**config.mk**
```make
export PLATFORM = sky130hd
export DESIGN_NAME = serial_add_seq_flat
export DESIGN_NICKNAME = d
export VERILOG_FILES = /design/src/rtl/serial_add_pkg.sv /design/src/rtl/serial_add_if.sv /design/src/rtl/serial_add_seq_full_adder.sv /design/src/rtl/serial_add_seq.sv /design/src/flat_wrapper.sv
export SDC_FILE = /design/constraint.sdc
export NUM_CORES = 1
export LEC_CHECK = 0
export ABC_AREA = 1
export CAP_MARGIN = 10
export CORE_ASPECT_RATIO = 2
export CORE_UTILIZATION = 40
export DETAILED_ROUTE_END_ITERATION = 12
export PLACE_DENSITY = 0.69
export SETUP_SLACK_MARGIN = 0.05
export SYNTH_ARGS = -nofsm -noshare
export SYNTH_HDL_FRONTEND = slang
export SYNTH_SLANG_ARGS = --single-unit
```
**constraint.sdc**
```tcl
create_clock -name clk -period 3.3 [get_ports clk]
set_input_delay 0.66 -clock clk [delete_from_list [all_inputs] [get_ports clk]]
set_output_delay 0.66 -clock clk [all_outputs]
set_load 0.02 [all_outputs]
```
**src/rtl/serial_add_pkg.sv**
```systemverilog
// Shared types and constants for the bit-serial adder sequencer.
// Holds the FSM state encoding and the default operand width.
package serial_add_pkg;

    typedef enum logic [1:0] {
        IDLE = 2'd0,
        RUN  = 2'd1,
        DONE = 2'd2
    } state_t;

    localparam int SA_W_DEFAULT = 8;

endpackage

```
**src/rtl/serial_add_if.sv**
```systemverilog
// Operand/result valid-ready bundle for serial_add_seq.
// Optional macro SERIAL_ADD_OVF_EN adds the ovf result signal.
interface serial_add_if
    import serial_add_pkg::*;
#(
    parameter int W = SA_W_DEFAULT
);

    logic         s_valid;
    logic         s_ready;
    logic [W-1:0] a;
    logic [W-1:0] b;
    logic         ci;
    logic         m_valid;
    logic         m_ready;
    logic [W-1:0] sum;
    logic         co;
`ifdef SERIAL_ADD_OVF_EN
    logic         ovf;

    modport master (
        output s_valid, a, b, ci, m_ready,
        input  s_ready, m_valid, sum, co, ovf
    );

    modport slave (
        input  s_valid, a, b, ci, m_ready,
        output s_ready, m_valid, sum, co, ovf
    );
`else
    modport master (
        output s_valid, a, b, ci, m_ready,
        input  s_ready, m_valid, sum, co
    );

    modport slave (
        input  s_valid, a, b, ci, m_ready,
        output s_ready, m_valid, sum, co
    );
`endif

endinterface

```
**src/rtl/serial_add_seq_full_adder.sv**
```systemverilog
// Single-bit full adder shared by every bit position
// of the serial adder.
module full_adder (
    input  logic a,
    input  logic b,
    input  logic ci,
    output logic sum,
    output logic co
);

    assign sum = a ^ b ^ ci;
    assign co  = (a & b) | (ci & (a ^ b));

endmodule

```
**src/rtl/serial_add_seq.sv**
```systemverilog
// Bit-serial adder: one full_adder reused LSB first over W cycles.
// Optional macro SERIAL_ADD_OVF_EN adds signed overflow output.
module serial_add_seq
    import serial_add_pkg::*;
#(
    parameter int W = SA_W_DEFAULT
) (
    input logic         clk,
    input logic         rstn,
    serial_add_if.slave bus
);

    localparam int CW = $clog2(W);
    localparam logic [CW-1:0] LAST = CW'(W - 1);

    state_t        state_q;
    logic [W-1:0]  a_sh_q;
    logic [W-1:0]  b_sh_q;
    logic [W-1:0]  sum_sh_q;
    logic          carry_q;
    logic [CW-1:0] bit_cnt_q;
    logic          fa_sum;
    logic          fa_co;
`ifdef SERIAL_ADD_OVF_EN
    logic          cin_msb_q;
`endif

    full_adder u_fa (
        .a   (a_sh_q[0]),
        .b   (b_sh_q[0]),
        .ci  (carry_q),
        .sum (fa_sum),
        .co  (fa_co)
    );

    always_ff @(posedge clk or negedge rstn) begin
        if (!rstn) begin
            state_q   <= IDLE;
            a_sh_q    <= '0;
            b_sh_q    <= '0;
            sum_sh_q  <= '0;
            carry_q   <= 1'b0;
            bit_cnt_q <= '0;
`ifdef SERIAL_ADD_OVF_EN
            cin_msb_q <= 1'b0;
`endif
        end else begin
            unique case (state_q)
                IDLE: begin
                    if (bus.s_valid) begin
                        a_sh_q    <= bus.a;
                        b_sh_q    <= bus.b;
                        carry_q   <= bus.ci;
                        sum_sh_q  <= '0;
                        bit_cnt_q <= '0;
                        state_q   <= RUN;
                    end
                end
                RUN: begin
                    a_sh_q    <= a_sh_q >> 1;
                    b_sh_q    <= b_sh_q >> 1;
                    sum_sh_q  <= {fa_sum, sum_sh_q[W-1:1]};
                    carry_q   <= fa_co;
                    bit_cnt_q <= bit_cnt_q + CW'(1);
                    if (bit_cnt_q == LAST) begin
                        state_q <= DONE;
`ifdef SERIAL_ADD_OVF_EN
                        // carry entering the MSB, kept for overflow
                        cin_msb_q <= carry_q;
`endif
                    end
                end
                DONE: begin
                    if (bus.m_ready) begin
                        state_q <= IDLE;
                    end
                end
                default: state_q <= IDLE;
            endcase
        end
    end

    assign bus.s_ready = (state_q == IDLE);
    assign bus.m_valid = (state_q == DONE);
    assign bus.sum     = sum_sh_q;
    assign bus.co      = carry_q;
`ifdef SERIAL_ADD_OVF_EN
    assign bus.ovf     = cin_msb_q ^ carry_q;
`endif

endmodule
```
**src/flat_wrapper.sv**
```systemverilog
// flat-port wrapper written by rule: the top's interface ports become plain ports
module serial_add_seq_flat import serial_add_pkg::*;
#(
    parameter int W = SA_W_DEFAULT
)
  (clk, rstn, bus_s_valid, bus_a, bus_b, bus_ci, bus_m_ready, bus_s_ready, bus_m_valid, bus_sum, bus_co);
  serial_add_if #(.W(W)) bus_i ();
  input logic clk;
  input logic rstn;
  input wire logic [$bits(bus_i.s_valid)-1:0] bus_s_valid;
  input wire logic [$bits(bus_i.a)-1:0] bus_a;
  input wire logic [$bits(bus_i.b)-1:0] bus_b;
  input wire logic [$bits(bus_i.ci)-1:0] bus_ci;
  input wire logic [$bits(bus_i.m_ready)-1:0] bus_m_ready;
  output wire logic [$bits(bus_i.s_ready)-1:0] bus_s_ready;
  output wire logic [$bits(bus_i.m_valid)-1:0] bus_m_valid;
  output wire logic [$bits(bus_i.sum)-1:0] bus_sum;
  output wire logic [$bits(bus_i.co)-1:0] bus_co;
  assign bus_i.s_valid = bus_s_valid;
  assign bus_i.a = bus_a;
  assign bus_i.b = bus_b;
  assign bus_i.ci = bus_ci;
  assign bus_i.m_ready = bus_m_ready;
  assign bus_s_ready = bus_i.s_ready;
  assign bus_m_valid = bus_i.m_valid;
  assign bus_sum = bus_i.sum;
  assign bus_co = bus_i.co;
  serial_add_seq #(.W(W)) u_core (.clk(clk), .rstn(rstn), .bus(bus_i));
endmodule
```
==> flow_summary.ini, run 1 <==
[setup_path]
timing.rr.start = u_core.state_q[0]
rr_worst_depth = 3
rrSetupSlack_ns = 1.65
crit_start = u_core.state_q[0]
arrival_ns = 1.91
startpoint_type = register
worstSetupPathType = register to primary output
crit_fanout = 24
endpoint_kind = primary output
required_ns = 2.64
r2r-end = u_core.b_sh_q[1]

[sta]
skew_ns = 0.00386
maxSlewHeadroom_pct = 44.7
tns_ns = 0
hold_viol = 0
rsz0062_at_grt = no
tightestPinTransition_ns = 0.830
post-route-min-period_ns = 2.57
fin_ws_ns = 0.731
post-route-period-util_pct = 77.8
max_freq_ghz = 0.389
finalSetupViolCount = 0
finalMaxSlewViolations = 0

[detailed_routing]
drtPass1Iterations = 4
vias = 1228
ant_nets = 0
drc_errors = 0
viasPerCell = 4.47
route.detailed.wl_per_inst_microns = 10.5
drt_iter0_markers = 21
routed_wl_microns = 2900

[finish]
nets = 249
num_antenna_cells = 0
final_common_cell = nand2_1
fill_cells = 377
final_util_pct = 54.0
stdcell_count = 275
drive_above_1_share_pct = 6.64
area.growth.synth_to_final_pct = 29.5
final_cell_mix = nand2_1 (87), inv_1 (32), clkdlybuf4s50_1 (31)

[place]
placedCellCount = 267
place_hpwl_microns = 1950
globalplace.congestion = 0.730
dpl_worst_slack_ns = 1.04
io_buffers = 31

[floorplan]
start_util_pct = 41.7
die_y_microns = 88.2
rows = 31
io_pins = 32
core-area_sq_um = 3570
die_x_microns = 45.1
dieArea_sq_um = 3980

[power_and_ir_drop]
ir_drop_mv = 0.474
p_per_area_nw_per_um2 = 908
swShare_pct = 39.4
p_leak_uw = 0.00105
p_switching_uw = 689
clkPwrFrac_pct = 19.7
p_total_uw = 1750
comb_power_share_pct = 42.3
seq_power_share_pct = 38.0
p_int_uw = 1060

[global_routing]
gr-usage-all-layers_pct = 17.4
grt_max_degree = 31
antenna_found_initial = 0
grt_pass1_wl_microns = 4960
grt_pass1_vias = 1115
overflow = 0

[synthesis]
synth_seq_area_share_pct = 50.5
ys_ff_latch = 30
yosys_warnings = 0
async_flop_share_pct = 100
synth_area_sq_um = 1490
synth_edf_count = 0
synth_cell_types = 19
synth.avg_cell_area_sq_um = 7.70
synth_top_flop_cell = dfrtp_1
synth_nets = 217
netlist_instances = 193

[clocking]
clk_pin_slew_ns = 0.06
cts_setup_buffers = 0
cts_hold_buf = 0
clock_path_buffers = 2
cts_tree = done
cts_resized = 0
h-tree-depth = 2
cts_root_buf = clkbuf_8
insertion_delay_ns = 0.28
numCtsBuffers = 5
cts_sinks = 30

[run_status]
status = completed

[worst_hold_path]
holdCritStartpoint = u_core.bus.sum[0]
hold_end = u_core.bus.sum[0]
hold_path_depth = 2
hp-class = register to register

[run]
cap_violations = 0
## layout make-up
| type | instances | area, sq um | share of cell area (%) |
|---|---|---|---|
| flip-flops and latches | 30 | 751 | 39.0 |
| multi-input cells | 123 | 562 | 29.2 |
| repair buffers | 32 | 318 | 16.5 |
| inverters | 33 | 124 | 6.43 |
| clock buffers | 8 | 110 | 5.72 |
| well taps | 49 | 61.3 | 3.18 |
## cells in the mapped netlist (2+ instances only)
cell	count	area [sq um]
a21oi_1	2	10.0
buf_4	4	30.0
dfrtp_1	30	751
ha_1	2	25.0
inv_1	32	120
nand2_1	87	327
nand2_4	2	22.5
nand3_1	19	95.1
nor2_1	3	11.3
o21ai_0	3	15.0
## power groups by stage
stage          Clock [uW]  Sequential (uW)  Combinational, uW
2_1_floorplan           0              684                510
5_1_grt               370              689                847
4_1_cts               352              665                758
6_report              344              665                739
3_5_place_dp            0              671                754
3_3_place_gp            0              667                734
## cell families (layout without fill, tap and decap cells)
| logic type | Yosys count | in the layout | share of synthesized area [%] |
|---|---|---|---|
| AND/OR/NAND/NOR | 113 | 113 | 31.5 |
| AO/OA/AOI/OAI | 7 | 7 | 3.28 |
| adder cells (fa/ha/maj) | 3 | 3 | 3.03 |
| buffers and inverters | 40 | 73 | 11.7 |
| flip-flops | 30 | 30 | 50.5 |
## critical path, stage by stage (launching register included)
cell and delay (ns):
dfrtp_1 0.69, nor2_1 0.30, clkdlybuf4s50_1 0.64
## flip-flops by register name, summed over array words and instances, names as in the netlist
name / cells
u_core.state_q: 2
u_core.b_sh_q: 8
u_core.bus.sum: 8
u_core.a_sh_q: 8
u_core.bit_cnt_q: 3
u_core.bus.co: 1
## stage by stage
step / hold WS, ns / cell area (sq um)
after floorplan: 0.364 / 1490
after global placement: 0.456 / 1820
after detailed placement: 0.462 / 1820
after CTS: 0.478 / 1930
after global routing: 0.501 / 1930
final: 0.474 / 1930
## worst max path at each step
stage                   to  slack (ns)  cells after the start
2_1_floorplan  bus_s_ready        1.64                      3
3_3_place_gp   bus_s_ready        1.07                      2
3_5_place_dp   bus_s_ready        1.04                      2
4_1_cts        bus_s_ready        0.72                      2
5_1_grt        bus_s_ready        0.62                      2
6_report       bus_s_ready        0.73                      2
## routing by layer
metal	share of wire [%]	track usage (%)
met1	42	20.6
met2	51	27.8
met3	2.9	4.29
met4	3.4	10.2
met5	0	0
Power figures use the tool's default switching activity.
==> inputs of run 2 (changes only) <==
- PLACE_DENSITY: 0.69 -> 0.72
- clock period: 3.3 -> 2.15 ns (I/O delays scaled with it)
==> run 2 against run 1 <==
  * Critical path depth up 1
  * Global-route usage down 0.30 points
  * Count of clock-buffer cells in the layout down 1
  * Total power up 51%
  * Final cell count up 0.73%
  * Register-to-register slack worse by 0.85 ns
==> flow_summary.ini, run 2 (same netlist as run 1, synthesis figures left out) <==
[run_status]
status = completed

[detailed_routing]
drc_errors = 0
drtPass1Iterations = 4
viasPerCell = 4.49
routed_wl_microns = 2790
drt_iter0_markers = 20
route.detailed.wl_per_inst_microns = 10.1
ant_nets = 0
vias = 1245

[global_routing]
antenna_found_initial = 0
grt_pass1_wl_microns = 4910
grt_pass1_vias = 1152
gr-usage-all-layers_pct = 17.1
grt_max_degree = 31
overflow = 0

[finish]
drive_above_1_share_pct = 7.02
final_common_cell = nand2_1
fill_cells = 359
nets = 251
num_antenna_cells = 0
final_cell_mix = nand2_1 (87), inv_1 (32), clkdlybuf4s50_1 (31)
area.growth.synth_to_final_pct = 30.1

[setup_path]
endpoint_kind = primary output
crit_fanout = 7
startpoint_type = register
slowest_delay_ns = 0.63
required_ns = 1.72
endpoint = bus_m_valid
arrival_ns = 1.57
crit_path_top_delay_cell = clkdlybuf4s50_1
r2r-end = u_core.b_sh_q[1]
crit_start = u_core.state_q[1]
crit_chain = inv_2, nor2_1, clkdlybuf4s50_1
rr_worst_depth = 5
timing.rr.start = u_core.state_q[0]
rrSetupSlack_ns = 0.80
worstSetupPathType = register to primary output

[clocking]
clk_pin_slew_ns = 0.06
numCtsBuffers = 5
cts_root_buf = clkbuf_8
cts_hold_buf = 0
clock_path_buffers = 2
cts_setup_buffers = 0
insertion_delay_ns = 0.27
h-tree-depth = 2
cts_sinks = 30
cts_tree = done
cts_resized = 0

[sta]
max_freq_ghz = 0.501
tns_ns = 0
finalSetupViolCount = 0
fin_ws_ns = 0.155
tightestPinTransition_ns = 0.425
finalMaxSlewViolations = 0
post-route-min-period_ns = 2.00
maxSlewHeadroom_pct = 71.6
post-route-period-util_pct = 92.8
hold_viol = 0
skew_ns = 0.00130
rsz0062_at_grt = no

[power_and_ir_drop]
p_total_uw = 2650
ir_drop_mv = 0.632
p_per_area_nw_per_um2 = 1370
p_leak_uw = 0.00105

[floorplan]
die_y_microns = 88.2
die_x_microns = 45.1
rows = 31
core-area_sq_um = 3570
start_util_pct = 41.7
io_pins = 32
dieArea_sq_um = 3980

[place]
globalplace.congestion = 0.718
place_hpwl_microns = 2010
dpl_worst_slack_ns = 0.460
io_buffers = 31

[worst_hold_path]
holdCritStartpoint = u_core.bus.sum[0]
hp-class = register to register

[run]
cap_violations = 0
==> run 2: changes by cell type in the layout (fill, tap and decap cells not counted), sizes merged <==
cell | previous run | this run
clkbuf | 8 | 7
clkinv | 0 | 1
buf | 1 | 3
==> run 2: how the worst min path moves through the flow <==
stage	cells after the start	slack, ns	to
after floorplan	0	0.13	u_core.a_sh_q[0]
after global placement	2	0.46	u_core.bit_cnt_q[1]
after detailed placement	2	0.47	u_core.b_sh_q[0]
after CTS	2	0.48	u_core.bus.sum[0]
after global routing	1	0.49	u_core.bit_cnt_q[0]
final	2	0.47	u_core.bus.sum[0]
==> run 2: area by class of cell <==
| type | count | area (sq um) | share of cell area [%] |
|---|---|---|---|
| timing repair buffer | 34 | 345 | 17.9 |
| clock inverter | 1 | 5.00 | 0.259 |
| clock buffer | 7 | 86.3 | 4.46 |
| tap | 49 | 61.3 | 3.17 |
| inverter | 33 | 124 | 6.40 |
| sequential | 30 | 751 | 38.8 |
| multi-input combinational | 123 | 562 | 29.0 |
==> run 2: metrics by stage <==
stage / instances / cell area [sq um] / hold WS [ns] / utilization, %
floorplan: 193 / 1490 / 0.134 / -
global placement: 269 / 1840 / 0.458 / 51.6
detailed placement: 269 / 1840 / 0.466 / 51.6
CTS: 277 / 1930 / 0.482 / 54.2
global route: 277 / 1930 / 0.494 / 54.2
finish: 277 / 1930 / 0.473 / 54.2
==> run 2: metal layers <==
layer,global-route usage [%],up-vias,routed length (microns)
li1,-,641,-
met1,19.1,573,1160
met2,29.2,26,1480
met3,3.67,5,71
met4,9.09,0,78
met5,0,-,0
==> run 2: worst max-delay path, delay by kind of cell (launching register included) <==
family,cells,cell delay (ns)
buf+inv,2,0.74
flops,1,0.40
simple gates,1,0.16
==> run 2: power breakdown <==
part	leakage (uW)	switching (uW)	total [uW]	internal, uW
clock	0.0000482	199	457	258
combinational	0.000634	698	1210	510
sequential	0.000372	153	980	828
==> inputs of run 3 (changes only) <==
- CORE_UTILIZATION: 40 -> 29
- PLACE_DENSITY: 0.72 -> 0.56
==> run 3 against run 2 <==
  * Clock skew increased by 0.0050 ns
  * Sequential power about the same
  * Core utilization decreased by 15 points
  * Total power increased by 0.18%
  * Routed wire length increased by 10%
  * First-iteration DRC count increased by 20%
  * Critical endpoint unchanged
  * Largest power group unchanged
==> flow_summary.ini, run 3 (same netlist as run 1, synthesis figures left out) <==
[clocking]
cts_sinks = 30
numCtsBuffers = 5
cts_tree = done
clock_path_buffers = 2
cts_root_buf = clkbuf_8
h-tree-depth = 2
cts_setup_buffers = 0
insertion_delay_ns = 0.28
cts_hold_buf = 0
cts_resized = 0
clk_pin_slew_ns = 0.07

[detailed_routing]
viasPerCell = 4.41
drt_iter0_markers = 24
route.detailed.wl_per_inst_microns = 10.7
drc_errors = 0
vias = 1262
ant_nets = 0
drtPass1Iterations = 4
routed_wl_microns = 3070

[floorplan]
dieArea_sq_um = 5430
die_x_microns = 52.6
io_pins = 32
core-area_sq_um = 4910
start_util_pct = 30.3
die_y_microns = 103
rows = 36

[power_and_ir_drop]
seq_power_share_pct = 36.9
p_per_area_nw_per_um2 = 1370
p_leak_uw = 0.00106
ir_drop_mv = 0.605
swShare_pct = 40.1
p_int_uw = 1590
clkPwrFrac_pct = 17.5
p_switching_uw = 1060
comb_power_share_pct = 45.6

[finish]
multi_input_area_sq_um = 562
final_util_pct = 39.5
num_antenna_cells = 0
fill_cells = 533
nets = 252
seqCellArea_sq_um = 751
stdcell_count = 286
final_cell_mix = nand2_1 (87), inv_1 (32), clkdlybuf4s50_1 (31)
area.growth.synth_to_final_pct = 30.5
final_common_cell = nand2_1
drive_above_1_share_pct = 7.42

[setup_path]
arrival_ns = 1.56
endpoint = bus_m_valid
timing.rr.start = u_core.state_q[0]
endpoint_kind = primary output
worstSetupPathType = register to primary output
rrSetupSlack_ns = 0.80
required_ns = 1.72
startpoint_type = register
crit_fanout = 7
r2r-end = u_core.a_sh_q[7]
rr_worst_depth = 4
crit_start = u_core.state_q[1]

[sta]
skew_ns = 0.00629
post-route-min-period_ns = 1.99
post-route-period-util_pct = 92.4
finalMaxSlewViolations = 0
max_freq_ghz = 0.503
maxSlewHeadroom_pct = 72.3
holdWs_ns = 0.476
hold_viol = 0
fin_ws_ns = 0.164
finalSetupViolCount = 0
tightestPinTransition_ns = 0.415
rsz0062_at_grt = no
tns_ns = 0

[global_routing]
grt_busiest_layer = met2
use_met2_pct = 24.7
antenna_found_initial = 0
gr-usage-all-layers_pct = 14.0
met1_usage_pct = 14.1
grtUsageMet3_pct = 3.51
grt_pass1_wl_microns = 5440
grt_pass1_vias = 1248
grt_max_degree = 31
overflow = 0

[worst_hold_path]
holdCritStartpoint = u_core.bus.sum[0]
hold_path_depth = 2
hp-class = register to register

[run]
cap_violations = 0

[place]
io_buffers = 31
place_hpwl_microns = 2130
globalplace.congestion = 0.702
placedCellCount = 278
dpl_worst_slack_ns = 0.461

[run_status]
status = completed
==> run 3: changes by cell type in the layout (fill, tap and decap cells not counted), sizes merged <==
cell	previous run	this run
buf	3	4
==> run 3: worst min-delay path by stage <==
| stage | endpoint |
|---|---|
| after CTS | u_core.b_sh_q[1] |
| final | u_core.bus.sum[0] |
| after floorplan | u_core.a_sh_q[0] |
| after global routing | u_core.bit_cnt_q[1] |
| after detailed placement | u_core.b_sh_q[1] |
| after global placement | u_core.bit_cnt_q[1] |
==> run 3: worst max-delay path, stage by stage (launching register included) <==
cell             delay (ns)
dfrtp_1                0.39
inv_2                  0.11
nor2_1                 0.15
clkdlybuf4s50_1        0.63
==> run 3: cell type report <==
type                    instances  area share (%)
inverters                      33            6.39
repair buffers                 35            17.5
well taps                      57            3.68
clock inverters                 1           0.258
clock buffers                   7            4.45
multi-input cells             123            29.0
flip-flops and latches         30            38.7
==> run 3: per-layer routing <==
layer | up-vias | wire length [microns]
li1 | 645 | -
met5 | - | 0
met4 | 0 | 104
met3 | 10 | 104
met2 | 26 | 1610
met1 | 581 | 1250
==> run 3: per-stage QoR <==
| stage | instance area [sq um] | total power, uW |
|---|---|---|
| floorplan | 1490 | 1830 |
| global placement | 1850 | 2200 |
| detailed placement | 1850 | 2220 |
| CTS | 1940 | 2700 |
| global route | 1940 | 2910 |
| finish | 1940 | 2650 |
==> run 3: power groups by stage <==
stage               sequential, uW  combinational, uW  clock (uW)
finish                         977               1210         465
floorplan                     1050                782           0
CTS                            977               1240         481
global route                  1010               1400         500
detailed placement             986               1230           0
global placement               981               1210           0
